## src/rtl/key_pkg.sv

```systemverilog
// Shared types and constants for the key-driven interval tick scheduler.
package key_pkg;

   localparam int unsigned N_INTERVALS = 4;
   localparam int unsigned SEL_W       = 2;
   localparam int unsigned MS_W        = 16;
   localparam int unsigned TICK_CNT_W  = 8;

   typedef enum logic [1:0] {
      S_IDLE  = 2'd0,
      S_RUN   = 2'd1,
      S_PAUSE = 2'd2
   } state_e;

   // Element [i] is the tick period in ms for interval_sel == i.
   typedef logic [N_INTERVALS-1:0][MS_W-1:0] interval_tbl_t;

   // Concatenation fills from the top index down: [3]=1000 ... [0]=100.
   localparam interval_tbl_t INTERVAL_MS_DEF = {16'd1000, 16'd500, 16'd250, 16'd100};

endpackage

```

## src/rtl/key_sched_if.sv

```systemverilog
// Key pulses in, scheduler status out; the driver side is master.
interface key_sched_if;
   import key_pkg::*;

   logic                  key0;
   logic                  key_interval;
   logic                  running;
   logic                  paused;
   logic [SEL_W-1:0]      interval_sel;
   logic                  tick;
   logic [TICK_CNT_W-1:0] tick_cnt;

   modport master (
      output key0, key_interval,
      input  running, paused, interval_sel, tick, tick_cnt
   );

   modport slave (
      input  key0, key_interval,
      output running, paused, interval_sel, tick, tick_cnt
   );

endinterface

```

## src/rtl/ms_timebase.sv

```systemverilog
// Prescaler producing a one-cycle strobe every PRESCALE enabled cycles.
module ms_timebase #(
   parameter int unsigned PRESCALE = 50000
) (
   input  logic clk,
   input  logic rst,
   input  logic en_i,
   input  logic clr_i,
   output logic ms_stb_c_o
);

   localparam int unsigned PC_W = (PRESCALE > 1) ? $clog2(PRESCALE) : 1;
   localparam logic [PC_W-1:0] PC_MAX = PC_W'(PRESCALE - 1);

   logic [PC_W-1:0] pc_q, pc_d;

   always_comb begin
      pc_d = pc_q;
      if (clr_i) begin
         pc_d = '0;
      end else if (en_i) begin
         pc_d = (pc_q == PC_MAX) ? '0 : pc_q + PC_W'(1);
      end
   end

   assign ms_stb_c_o = en_i && !clr_i && (pc_q == PC_MAX);

   always_ff @(posedge clk) begin
      if (rst) pc_q <= '0;
      else     pc_q <= pc_d;
   end

endmodule

```

## src/rtl/key_sched.sv

```systemverilog
// Start/stop/pause scheduler emitting a tick every INTERVAL_MS[sel] ms,
// with a wrapping tick counter; controlled by two debounced key pulses.
module key_sched
   import key_pkg::*;
#(
   parameter int unsigned   PRESCALE    = 50000,
   parameter interval_tbl_t INTERVAL_MS = INTERVAL_MS_DEF
) (
   input logic        clk,
   input logic        rst,
   key_sched_if.slave bus
);

   localparam logic [1:0] IDLE  = S_IDLE;
   localparam logic [1:0] RUN   = S_RUN;
   localparam logic [1:0] PAUSE = S_PAUSE;
   localparam int unsigned MSX_W = MS_W + 1;

   logic [1:0]            state_q, state_d;
   logic [SEL_W-1:0]      sel_q, sel_d;
   logic [MS_W-1:0]       ms_q, ms_d;
   logic [TICK_CNT_W-1:0] cnt_q, cnt_d;
   logic                  tick_q, tick_d;
   logic                  running_q, paused_q;

   logic                  tb_en_c, tb_clr_c, ms_stb_c;
   logic [MS_W-1:0]       lim_c;
   logic                  ms_last_c;

   // A cycle carrying any key event leaves RUN or restarts the count, so it never advances time.
   assign tb_en_c   = (state_q == RUN) && !bus.key0 && !bus.key_interval;
   assign lim_c     = INTERVAL_MS[sel_q];
   assign ms_last_c = (MSX_W'(ms_q) + MSX_W'(1)) >= MSX_W'(lim_c);

   ms_timebase #(.PRESCALE(PRESCALE)) u_timebase (
      .clk        (clk),
      .rst        (rst),
      .en_i       (tb_en_c),
      .clr_i      (tb_clr_c),
      .ms_stb_c_o (ms_stb_c)
   );

   // Next-state, counters and tick generation.
   always_comb begin
      state_d  = state_q;
      sel_d    = sel_q;
      ms_d     = ms_q;
      cnt_d    = cnt_q;
      tick_d   = 1'b0;
      tb_clr_c = 1'b0;

      if (bus.key0 && bus.key_interval) begin
         state_d  = IDLE;
         ms_d     = '0;
         cnt_d    = '0;
         tb_clr_c = 1'b1;
      end else if (bus.key_interval) begin
         sel_d    = sel_q + SEL_W'(1);
         ms_d     = '0;
         tb_clr_c = 1'b1;
      end else if (bus.key0) begin
         case (state_q)
            IDLE: begin
               state_d  = RUN;
               ms_d     = '0;
               cnt_d    = '0;
               tb_clr_c = 1'b1;
            end
            RUN:     state_d = PAUSE;
            PAUSE:   state_d = RUN;
            default: state_d = IDLE;
         endcase
      end else if (ms_stb_c) begin
         if (ms_last_c) begin
            ms_d   = '0;
            tick_d = 1'b1;
            cnt_d  = cnt_q + TICK_CNT_W'(1);
         end else begin
            ms_d = ms_q + MS_W'(1);
         end
      end
   end

   always_ff @(posedge clk) begin
      if (rst) begin
         state_q   <= IDLE;
         sel_q     <= '0;
         ms_q      <= '0;
         cnt_q     <= '0;
         tick_q    <= 1'b0;
         running_q <= 1'b0;
         paused_q  <= 1'b0;
      end else begin
         state_q   <= state_d;
         sel_q     <= sel_d;
         ms_q      <= ms_d;
         cnt_q     <= cnt_d;
         tick_q    <= tick_d;
         running_q <= (state_d == RUN);
         paused_q  <= (state_d == PAUSE);
      end
   end

   assign bus.running      = running_q;
   assign bus.paused       = paused_q;
   assign bus.interval_sel = sel_q;
   assign bus.tick         = tick_q;
   assign bus.tick_cnt     = cnt_q;

endmodule

```

## src/flat_wrapper.sv

```systemverilog
// flat-port wrapper written by rule: the top's interface ports become plain ports
module key_sched_flat import key_pkg::*;
#(
   parameter int unsigned   PRESCALE    = 50000,
   parameter interval_tbl_t INTERVAL_MS = INTERVAL_MS_DEF
)
  (clk, rst, bus_key0, bus_key_interval, bus_running, bus_paused, bus_interval_sel, bus_tick, bus_tick_cnt);
  key_sched_if bus_i ();
  input logic clk;
  input logic rst;
  input wire logic [$bits(bus_i.key0)-1:0] bus_key0;
  input wire logic [$bits(bus_i.key_interval)-1:0] bus_key_interval;
  output wire logic [$bits(bus_i.running)-1:0] bus_running;
  output wire logic [$bits(bus_i.paused)-1:0] bus_paused;
  output wire logic [$bits(bus_i.interval_sel)-1:0] bus_interval_sel;
  output wire logic [$bits(bus_i.tick)-1:0] bus_tick;
  output wire logic [$bits(bus_i.tick_cnt)-1:0] bus_tick_cnt;
  assign bus_i.key0 = bus_key0;
  assign bus_i.key_interval = bus_key_interval;
  assign bus_running = bus_i.running;
  assign bus_paused = bus_i.paused;
  assign bus_interval_sel = bus_i.interval_sel;
  assign bus_tick = bus_i.tick;
  assign bus_tick_cnt = bus_i.tick_cnt;
  key_sched #(.PRESCALE(PRESCALE), .INTERVAL_MS(INTERVAL_MS)) u_core (.clk(clk), .rst(rst), .bus(bus_i));
endmodule
```

## config.mk

```make
export PLATFORM = sky130hd
export DESIGN_NAME = key_sched_flat
export DESIGN_NICKNAME = d
export VERILOG_FILES = /design/src/rtl/key_pkg.sv /design/src/rtl/key_sched_if.sv /design/src/rtl/ms_timebase.sv /design/src/rtl/key_sched.sv /design/src/flat_wrapper.sv
export SDC_FILE = /design/constraint.sdc
export NUM_CORES = 1
export LEC_CHECK = 0
export ABC_AREA = 1
export BUFFER_PORTS_ARGS = -buffer_cell sky130_fd_sc_hd__buf_4
export CORE_MARGIN = 2
export CORE_UTILIZATION = 35
export CTS_CLUSTER_DIAMETER = 50
export DETAILED_ROUTE_END_ITERATION = 10
export HOLD_SLACK_MARGIN = 0.02
export SLEW_MARGIN = 15
export SYNTH_ARGS = -nofsm -noshare
export SYNTH_HDL_FRONTEND = slang
export SYNTH_SLANG_ARGS = --single-unit
```

## constraint.sdc

```tcl
create_clock -name clk -period 7.9 [get_ports clk]
set_clock_uncertainty 0.15 [all_clocks]
set_input_delay 0.395 -clock clk [delete_from_list [all_inputs] [get_ports clk]]
set_output_delay 0.395 -clock clk [all_outputs]
set_load 0.01 [all_outputs]
```

Word level (Yosys, flattened, before mapping):

Index checks and enable logic that the tools add are counted.

* memories kept: 0
* bits of input ports: 4
* bits in registers: 47
* bits in latches: 0
* output and inout port bits: 13
* bits in read-only memories: 0
* bits in writable memories: 0

* multiplexer cells: 20
* multipliers: 0
* shift-type cells: 0
* order comparisons: 2
* div/mod/pow operators: 0
* reductions and logical operators: 19
* $add $sub $neg: 5
* equality and inequality tests: 6
* bitwise logic cells: 3

Operators by type and width (number)
* 16-bit 2-to-1 mux: 6
* 16-bit by 1-bit adder with 16-bit output (second input constant): 2
* 16-bit binary-select mux with 2-bit select: 1
* 8-bit 2-to-1 mux: 4
* 16-bit by 1-bit adder with 17-bit output (second input constant): 1
* 17-bit by 16-bit >= comparator with 1-bit output: 1
* 16-bit equality test (second input constant): 1
* 8-bit by 1-bit adder with 8-bit output (second input constant): 1
* 2-bit 2-to-1 mux: 3
* 2-bit OR reduction: 3
* 1-bit logical AND: 5
* 1-bit 2-to-1 mux: 5
* 5-bit OR reduction: 1
* 2-bit by 1-bit equality test with 1-bit output (second input constant): 2
* 2-bit equality test (second input constant): 2
* 2-bit one-hot mux with 2 select lines: 1
* 2-bit AND reduction: 2
* 4-bit AND reduction: 1
* 2-bit nonzero test: 2
* 1-bit logical NOT: 3
* 2-bit by 3-bit < comparator with 1-bit output (second input constant): 1
* 1-bit inverter: 3
* 3-bit OR reduction: 1
* 2-bit by 1-bit adder with 2-bit output (second input constant): 1
* 2 further kinds: 2

Logic depth before layout (Yosys ltp):

* depth in word-level cells: 10
* gate-level depth with buffers: 20
* depth with buffers taken out: 20

Cells and area by module:

Synthesis repeated with hierarchy kept, for this count alone.

* cells, all modules: 443
* area, all modules: 2912.8 um2

By module, submodules not included
* key_sched: cells an instance 309, seq. area each 620.6 um2, area each 2033.2 um2, times used 1
* ms_timebase: cells an instance 134, seq. area each 320.3 um2, area each 879.6 um2, times used 1

Least setup slack after synthesis:

No wires, ideal clock.

* kind: flip-flop to flip-flop
* start: register u_core.ms_q[0]
* end: register u_core.cnt_q[0] (netlist: u_core.bus.tick_cnt[0])
* buffers on the path: 0
* path slack: 5.421 ns
* arrival: 2.218 ns
* clock period less this slack: 2.479 ns
* required time: 7.638 ns
* library setup time: 0.112 ns
* stages on the path, launching flop included: 21
* cell sequence: dfxtp_1 -> ha_1 -> inv_1 -> nor2_1 -> nand2_1 -> xor2_1 -> ha_1 -> nand2_1 -> inv_1 -> nand2_1 -> nor2_1 -> nand3_1 -> nor2_1 -> nor2_1 -> nand2_1 -> nor2_2 -> nand3_2 -> nand2_4 -> inv_2 -> nor2_1 -> nor2_1

* word-level cells in the longest chain between the ends: 4

RTL lines
* start: declaration: RTL line key_sched.sv:21 `logic [MS_W-1:0] ms_q, ms_d;`
* start signal: assignment: RTL line key_sched.sv:96 `ms_q <= ms_d;`
* 16-bit by 1-bit adder with 17-bit output: RTL line key_sched.sv:33 `assign ms_last_c = (MSX_W'(ms_q) + MSX_W'(1)) >= MSX_W'(lim_c);`
* 17-bit by 16-bit >= comparator with 1-bit output: RTL line key_sched.sv:33
* 2-bit nonzero test (no line)
* 4-bit AND reduction (no line)
* end signal: assignment: RTL line key_sched.sv:97 `cnt_q <= cnt_d;`
* end: declaration: RTL line key_sched.sv:22 `logic [TICK_CNT_W-1:0] cnt_q, cnt_d;`

No other way between the ends.
A chain may end at the register's enable or synchronous reset.

Final worst setup path:

* start: register u_core.ms_q[0]
* end: register u_core.cnt_q[1] (netlist: u_core.bus.tick_cnt[1])

Same word-level chain as after synthesis.

==> reports/results.tsv <==
stage	metric	value	unit
place	port buffer count	16	
clock_tree	clk buf depth	2	
critical_path	Worst Path Class, Setup	flop to flop	
critical_path	crit start category	flop	
drt	# DRC	0	
logic_synthesis	Top FF cell, synth	dfxtp_1	
critical_path	setup slack, reg-to-reg	4.84	ns
drt	drt wl/cell	11.3	µm
layout	ant diodes	0	
clock_tree	clock sink total	47	
sta	Worst-Margin Slew	0.821	ns
place	GP Congestion	0.856	
critical_path	Worst Path Arrival	3.11	ns
place	Cell Area, Placed	0.00309	mm²
sta	Highest Clock Rate	0.326	GHz
sta	worst rel slew slack	45.1	%
power_and_ir_drop	P_leak	1.31	nW
global_route	GRT Util Overall	15.3	%
power_and_ir_drop	VDD IR max	0.0849	mV
global_route	Congestion Overflow GR	0	
drt	DRT Wirelength	6.29	mm
worst_hold_path	hold_sp	rst	
sta	Final setup viols	0	
clock_tree	Worst-Skew Late Latency	0.29	ns
power_and_ir_drop	Power Density	135	mW/mm²
clock_tree	PostCTS Resize Cnt	0	
clock_tree	H-tree depth	2	
clock_tree	clock root buffer master	clkbuf_8	
global_route	initial antenna violation count	0	
clock_tree	CTS tree	built	
logic_synthesis	asr flop ratio synth	0	%
layout	most common cell after layout, fill and taps aside	nand2_1	
critical_path	Worst R2R Start	u_core.ms_q[0]	
drt	routed length on met1	3.05	mm
drt	top layer in use	met4	
logic_synthesis	Syn Std Cell Area	0.00286	mm²
worst_hold_path	hold crit path type	input port to flop	
layout	layout cells sized above 1	10.1	%
sta	Final Slew Violations	0	
floorplanning	die footprint	0.00892	mm²
logic_synthesis	post-synthesis sequential area ratio	32.9	%
layout	commonest cells after routing, fill and taps aside	nand2_1, nor2_1, inv_1	
drt	Post-DRT Antenna Nets	0	
critical_path	WP data required	7.95	ns
floorplanning	initial core utilization	36.5	%
place	Post-DP HPWL	4.90	mm
logic_synthesis	Synth Instances	437	
sta	setup TNS	0	ns
logic_synthesis	Syn Nets	455	
drt	mean number of vias per cell	4.69	
clock_tree	clk slew on worst S/H paths	0.09	ns
floorplanning	FP Rows	32	
status	outcome	finished, final reports clean	
critical_path	Setup crit end kind	flop	
logic_synthesis	yosys warns	0	
layout	Layout Nets	473	
global_route	first-pass GRT wire length	10.9	mm
global_route	largest net degree at the start of global routing	23	
drt	wire length on met2	2.89	mm
layout	fin area	0.00317	mm²
floorplanning	# IOs	17	
clock_tree	cts hold-fix bufs	0	
global_route	vias in the first global route	2530	
critical_path	Setup crit start	u_core.ms_q[0]	
logic_synthesis	EDFF count, synth	0	
logic_synthesis	post-synth cell types	33	
drt	met3 wire length	171	µm
clock_tree	postcts setup bufs	0	
floorplanning	Die X	94.5	µm
floorplanning	core area	0.00785	mm²
sta	Final Cycle Share	38.8	%
flow_run	Max-cap violations	0	
logic_synthesis	Yosys reg bits	47	
clock_tree	TritonCTS Buffers	5	
drt	Initial DRC Count	103	
logic_synthesis	Avg Cell Area, Syn	6.55	µm²
sta	Min Clock Period, post-route	3.06	ns
sta	Final Hold Violating Endpoints	0	
layout	area grow syn2layout	10.7	%
layout	filler instances	865	
sta	RSZ-0062 raised after global routing	false	
drt	Vias	2618	
critical_path	Critical Path Fanout Max	10	
floorplanning	Die Y	94.5	µm
drt	router iterations before antenna repair	4	
worst max-delay path: stages, from the launching register on:
cell     delay (ns)
dfxtp_1        0.40
ha_1           0.29
inv_1          0.06
nor2_1         0.19
nand2_1        0.13
xor2_1         0.28
ha_1           0.33
nand2_1        0.07
inv_1          0.04
nand2_1        0.08
nor2_1         0.06
nand3_1        0.08
nor2_1         0.04
nor2_1         0.09
nand2_1        0.07
nor2_2         0.12
nand3_2        0.15
nand2_4        0.16
inv_2          0.06
nor2_1         0.08
nor2_1         0.04
power breakdown:
part	internal [W]	switching (W)
sequential	0.000240	0.00000292
combinational	0.0000153	0.0000283
clock	0.0000620	0.0000805
total	0.000317	0.000112
flip-flops by register name, indices dropped and copies added, names as in the netlist:
register                 flops
u_core.bus.interval_sel      2
u_core.bus.paused            1
u_core.bus.running           1
u_core.bus.tick              1
u_core.bus.tick_cnt          8
u_core.ms_q                 16
u_core.state_q               2
u_core.u_timebase.pc_q      16
layout make-up:
type	count	area (µm²)	area share (%)
Multi-Input combinational cell	316	1640	51.7
Clock buffer	6	72.6	2.29
Clock inverter	2	12.5	0.394
Tap cell	102	128	4.02
Inverter	69	259	8.17
Timing Repair Buffer	16	120	3.79
Sequential cell	47	941	29.7
stage by stage:
step / worst slack [ns] / power (W) / instances / utilization (%) / hold WS, ns
floorplan: 5.42 / 0.000280 / 437 / - / 0.306
global placement: 4.78 / 0.000292 / 550 / 39.3 / 0.323
detailed placement: 4.80 / 0.000292 / 550 / 39.3 / 0.329
CTS: 4.79 / 0.000437 / 558 / 40.4 / 0.155
global route: 4.49 / 0.000453 / 558 / 40.4 / 0.178
finish: 4.84 / 0.000429 / 558 / 40.4 / 0.174
final timing paths:
check / to / cells past startpoint
max: u_core.bus.tick_cnt[1] / 20
min: u_core.state_q[0] / 2
max reg2reg: u_core.bus.tick_cnt[1] / 20
min reg2reg: u_core.ms_q[13] / 2
Yosys cell counts (8+ instances only):
master / count / area share, %
nor2_1: 73 / 9.6
nor3_1: 18 / 3.1
o21ai_0: 8 / 1.4
dfxtp_1: 47 / 33
nand4_1: 9 / 2.0
a21oi_1: 19 / 3.3
ha_1: 14 / 6.1
xor2_1: 9 / 2.8
inv_1: 67 / 8.8
nand3_1: 25 / 4.4
nand2_1: 100 / 13
kinds of logic after synthesis:
kind of cell    synth area share, %
fa+ha+maj                      6.12
simple gates                   39.4
flops                          32.9
compound gates                 8.96
buf+inv                        9.92
xor+xnor                       2.75
layer usage:
metal  vias up  global-route usage (%)
li1       1417                       -
met1      1153                    18.2
met2        36                    27.2
met3        12                    2.55
met4         0                    6.40
met5         -                       0
No activity file was read; power rests on OpenSTA's default activity.
